**config.mk**
```make
export PLATFORM = sky130hd
export DESIGN_NAME = pkt_dispatch_ctrl
export DESIGN_NICKNAME = d
export VERILOG_FILES = /design/src/rtl/pkt_dispatch_pkg.sv /design/src/rtl/pkt_dispatch_ctrl_sat_counter.sv /design/src/rtl/pkt_dispatch_ctrl.sv
export SDC_FILE = /design/constraint.sdc
export NUM_CORES = 1
export LEC_CHECK = 0
export ABC_AREA = 1
export CAP_MARGIN = 20
export CORE_MARGIN = 2
export CORE_UTILIZATION = 45
export CTS_CLUSTER_SIZE = 12
export DETAILED_ROUTE_END_ITERATION = 12
export GPL_TIMING_DRIVEN = 0
export MAX_ROUTING_LAYER = met4
export PLACE_DENSITY = 0.63
export RECOVER_POWER = 100
export SYNTH_ARGS = -nofsm -noshare
export SYNTH_HDL_FRONTEND = slang
export SYNTH_SLANG_ARGS = --single-unit
```
**constraint.sdc**
```tcl
create_clock -name clk -period 4.3 [get_ports clk]
set_input_delay 0.645 -clock clk [delete_from_list [all_inputs] [get_ports clk]]
set_output_delay 0.645 -clock clk [all_outputs]
set_load 0.05 [all_outputs]
```
**src/rtl/pkt_dispatch_pkg.sv**
```systemverilog
// Shared types and packet-type encodings for the packet dispatch controller.
package pkt_dispatch_pkg;

  typedef enum logic {
    IDLE     = 1'b0,
    DISPATCH = 1'b1
  } dispatch_state_e;

  localparam int PKT_DATA = 0;
  localparam int PKT_CTRL = 1;
  localparam int PKT_RESP = 2;

endpackage

```
**src/rtl/pkt_dispatch_ctrl_sat_counter.sv**
```systemverilog
// Saturating up-counter with synchronous clear; clear wins over increment.
module sat_counter #(
  parameter int CNT_W = 16
) (
  input  logic             clk,
  input  logic             rst,
  input  logic             clr,
  input  logic             inc,
  output logic [CNT_W-1:0] value
);

  always_ff @(posedge clk or negedge rst) begin
    if (!rst) begin
      value <= '0;
    end else if (clr) begin
      value <= '0;
    end else if (inc && (value != {CNT_W{1'b1}})) begin
      value <= value + 1'b1;
    end
  end

endmodule

```
**src/rtl/pkt_dispatch_ctrl.sv**
```systemverilog
// Latches the packet type on the eof beat and hands the packet to one of NUM_CH
// channels over valid/ready, dropping it if the channel stalls past TIMEOUT.
//
// state    | meaning
// IDLE     | accepting source beats, waiting for an eof beat
// DISPATCH | one-hot dst_valid held toward type_q until accept or timeout
module pkt_dispatch_ctrl
  import pkt_dispatch_pkg::*;
#(
  parameter int NUM_CH  = 3,
  parameter int TYPE_W  = 2,
  parameter int TIMEOUT = 255,
  parameter int CNT_W   = 16
) (
  input  logic              clk,
  input  logic              rst,
  input  logic              src_valid,
  input  logic              src_eof,
  input  logic [TYPE_W-1:0] src_type,
  output logic              src_ready,
  output logic [NUM_CH-1:0] dst_valid,
  input  logic [NUM_CH-1:0] dst_ready,
  output logic              err_type,
  output logic              drop_pulse,
  input  logic              cnt_clr,
  input  logic [TYPE_W-1:0] cnt_sel,
  output logic [CNT_W-1:0]  cnt_value
);

  localparam int TMR_W    = (TIMEOUT > 1) ? $clog2(TIMEOUT) : 1;
  localparam int TMR_LAST = (TIMEOUT > 0) ? TIMEOUT - 1 : 0;

  dispatch_state_e   state, state_d;
  logic [TMR_W-1:0]  timer, timer_d;
  logic [TYPE_W-1:0] type_q, type_d;
  logic              err_d, drop_d;
  logic [NUM_CH-1:0] hs_vec;
  logic              hs;
  logic [CNT_W-1:0]  cnt_arr [NUM_CH];

  always_ff @(posedge clk or negedge rst) begin
    if (!rst) begin
      state      <= IDLE;
      timer      <= '0;
      type_q     <= '0;
      err_type   <= 1'b0;
      drop_pulse <= 1'b0;
    end else begin
      state      <= state_d;
      timer      <= timer_d;
      type_q     <= type_d;
      err_type   <= err_d;
      drop_pulse <= drop_d;
    end
  end

  // src_ready is gated by rst so the framer sees backpressure throughout reset
  assign src_ready = rst && (state == IDLE);

  always_comb begin
    dst_valid = '0;
    if (state == DISPATCH) begin
      for (int i = 0; i < NUM_CH; i++) begin
        dst_valid[i] = (type_q == TYPE_W'(i));
      end
    end
  end

  assign hs_vec = dst_valid & dst_ready;
  assign hs     = |hs_vec;

  always_comb begin
    state_d = state;
    timer_d = timer;
    type_d  = type_q;
    err_d   = 1'b0;
    drop_d  = 1'b0;
    case (state)
      IDLE: begin
        timer_d = '0;
        if (src_valid && src_eof) begin
          type_d = src_type;
          // widened compare so NUM_CH == 2**TYPE_W does not wrap to zero
          if ({1'b0, src_type} < (TYPE_W + 1)'(NUM_CH)) begin
            state_d = DISPATCH;
          end else begin
            err_d = 1'b1;
          end
        end
      end
      DISPATCH: begin
        if (hs) begin
          state_d = IDLE;
        end else if ((TIMEOUT > 0) && (timer == TMR_W'(TMR_LAST))) begin
          state_d = IDLE;
          drop_d  = 1'b1;
        end else begin
          timer_d = timer + 1'b1;
        end
      end
      default: state_d = IDLE;
    endcase
  end

  for (genvar g = 0; g < NUM_CH; g++) begin : g_cnt
    sat_counter #(
      .CNT_W (CNT_W)
    ) u_cnt (
      .clk   (clk),
      .rst   (rst),
      .clr   (cnt_clr),
      .inc   (hs_vec[g]),
      .value (cnt_arr[g])
    );
  end

  always_comb begin
    cnt_value = '0;
    for (int i = 0; i < NUM_CH; i++) begin
      if (cnt_sel == TYPE_W'(i)) begin
        cnt_value = cnt_arr[i];
      end
    end
  end

endmodule

```
==> results.ini <==
[cells_and_area]
areaGrowthSynthToFinish_pct = 13.6
nets = 684
multi_input_area_sq_um = 2220
final_cell_area_sq_um = 4750
num-fill-cells = 939
seqCellArea_sq_um = 1530
layout-drive-gt1-share = 0.0476
antenna_cells = 0

[yosys]
yosys_warnings = 0
synth_cell_types = 32
synth_async_sr_flop_share = 1.00
syn_area_sq_um = 4180
syn-num-nets = 641
syn_area_per_cell_sq_um = 6.70
ys_ff_latch = 61
synthMostInstantiatedCell = nand2_1
synth_top_area_cell = dfrtp_1
synth_seq_area_share = 0.365
synthCells = 624
ys_top_cells_by_count = 238 x nand2_1, 76 x inv_1, 65 x nor2_1
synth-main-ff-cell = dfrtp_1
synth_top_cell_area_share = 0.365
synth-edff-count = 0
yosys-top-cells-area = dfrtp_1 37%, nand2_1 21%, inv_1 6.8%

[worst_setup_path]
cp-start-kind = input pin
timing.setup.critical_path_class = in2out
end_kind = output port
cp_max_fo = 10
crit_arrival_ns = 3.01
required_ns = 3.65

[placement]
gp_congestion = 0.932
hpwl_mm = 8.46
placed_area_sq_um = 4640
port_buffers = 32

[clocking]
cts_sinks = 61
ctsHtreeMaxLevel = 3
cts_tree = built
path_clk_slew_ns = 0.07
cts_hold_buf = 0
cts_resized = 0
postCtsSetupBuffers = 0
insertion_delay_ns = 0.34
cts_max_path_buffers = 2
cts-buffers-inserted = 9
clockRootBuffer = clkbuf_8

[power_and_ir_drop]
p_comb_frac = 0.226
power_density_nw_per_um2 = 313
swShare = 0.344
sequentialPowerShare = 0.425
p_leak_nw = 2.39
p_sw_mw = 0.511
power.share.clock = 0.349
vdd_drop_max_mv = 0.302
p_int_mw = 0.973

[global_route]
track_usage = 0.250
globalRoute.totalOverflow = 0
antenna_found_initial = 0
grt_max_degree = 63
grt_pass1_vias = 4026
grt_pass1_wl_mm = 19.3

[timing]
holdWs_ns = 0.386
finalCritPeriodShare = 0.851
slew_viol_final = 0
fin_crit_ns = 3.66
relSlewSlack = 0.325
hold_violations = 0
setup_viol = 0
rsz0062_at_grt = false
skew_ns = 0.00831
tightest_slew_ns = 1.01
max_freq_mhz = 273

[floorplan]
die_w_microns = 100
initial_core_util = 0.459
ios = 34
die-area_sq_um = 10100
core_area_sq_um = 9110
die_h_microns = 100
row_count = 35

[route]
drtAntennaViolNets = 0
drt_wl_total_mm = 11.3
routedWlPerCell_microns = 14.4
drc = 0
drtIter0Drc = 204
first_pass_iters = 5
vias_per_cell = 5.28
routed-via-count = 4135

[min_path]
min_path_type = in2async

[flow_run]
maxCapViolCount = 0

[run_status]
status = completed

==> per-stage QoR <==
stage,std cells,utilization,TNS (ns),worst slack [ns],power (mW)
after detailed placement,767,0.509,0,0.694,1.01
after global placement,767,0.509,-0.700,-0.700,1.01
after CTS,783,0.530,0,0.696,1.53
after floorplan,624,-,0,1.66,0.895
after global routing,783,0.521,0,0.511,1.56
final,783,0.521,0,0.642,1.48
==> path summary, 6_finish.rpt <==
| check | slack, ns | cells past startpoint | end | from |
|---|---|---|---|---|
| setup / recovery | 0.64 | 7 | cnt_value[11] | cnt_sel[1] |
| hold / removal | 0.39 | 1 | g_cnt[1].u_cnt.value[3] | rst |
| setup reg to reg | 1.86 | 10 | g_cnt[2].u_cnt.value[4] | g_cnt[2].u_cnt.value[1] |
| hold reg to reg | 0.50 | 2 | timer[7] | timer[7] |
| max in group asynchronous | 3.37 | 1 | timer[3] | rst |
| min in group clk | 0.50 | 2 | timer[7] | timer[7] |
==> layout by cell type (no fill, tap or decap), drive strengths merged, types with 6 or more instances in the layout <==
master         count
nand3             51
o21ai             23
dfrtp             61
clkdlybuf4s50      7
nand4             30
o221ai            12
xor2              10
buf                7
nor2              76
inv               78
a21oi              6
dlygate4sd3       24
clkbuf            18
nand2            241
==> layer usage <==
| layer | track usage | share of wire | up-vias | routed length [microns] |
|---|---|---|---|---|
| met5 | - | 0 | - | 0 |
| met4 | 0.0948 | 0.020 | 0 | 225 |
| met3 | 0.0390 | 0.034 | 18 | 385 |
| met2 | 0.416 | 0.50 | 88 | 5610 |
| met1 | 0.307 | 0.45 | 1937 | 5090 |
| li1 | - | - | 2092 | - |
==> kinds of logic after synthesis <==
family | Yosys count | share of synthesized area
AO/OA/AOI/OAI | 45 | 0.0671
XOR/XNOR | 13 | 0.0272
adder cells (fa/ha/maj) | 5 | 0.0150
buffers and inverters | 91 | 0.0922
flip-flops | 61 | 0.365
AND/OR/NAND/NOR | 409 | 0.433
==> worst max-delay path: stages <==
cell and delay, ns:
clkdlybuf4s50_1 0.48, inv_1 0.05, nor2_1 0.24, inv_1 0.12
clkbuf_1 0.27, o221ai_1 0.30, dlygate4sd3_1 0.92
==> layout make-up <==
class	instances	share of cell area
buffer	13	0.0132
clock buffer	11	0.0298
clock inverter	5	0.0105
inverter	78	0.0617
multi-input combinational	472	0.467
sequential	61	0.322
tap	111	0.0293
timing repair buffer	32	0.0670
==> flip-flops by register name (all words and copies together) (netlist names) <==
name / flops
err_type: 1
state: 1
timer: 8
g_cnt.u_cnt.value: 48
type_q: 2
drop_pulse: 1
==> power groups by stage <==
| stage | logic, mW | clock network, mW | registers, mW |
|---|---|---|---|
| after floorplan | 0.255 | 0 | 0.640 |
| after global placement | 0.366 | 0 | 0.643 |
| after detailed placement | 0.366 | 0 | 0.644 |
| after CTS | 0.368 | 0.528 | 0.633 |
| after global routing | 0.375 | 0.556 | 0.634 |
| final | 0.335 | 0.518 | 0.631 |
(Power assumes the default switching activity.)
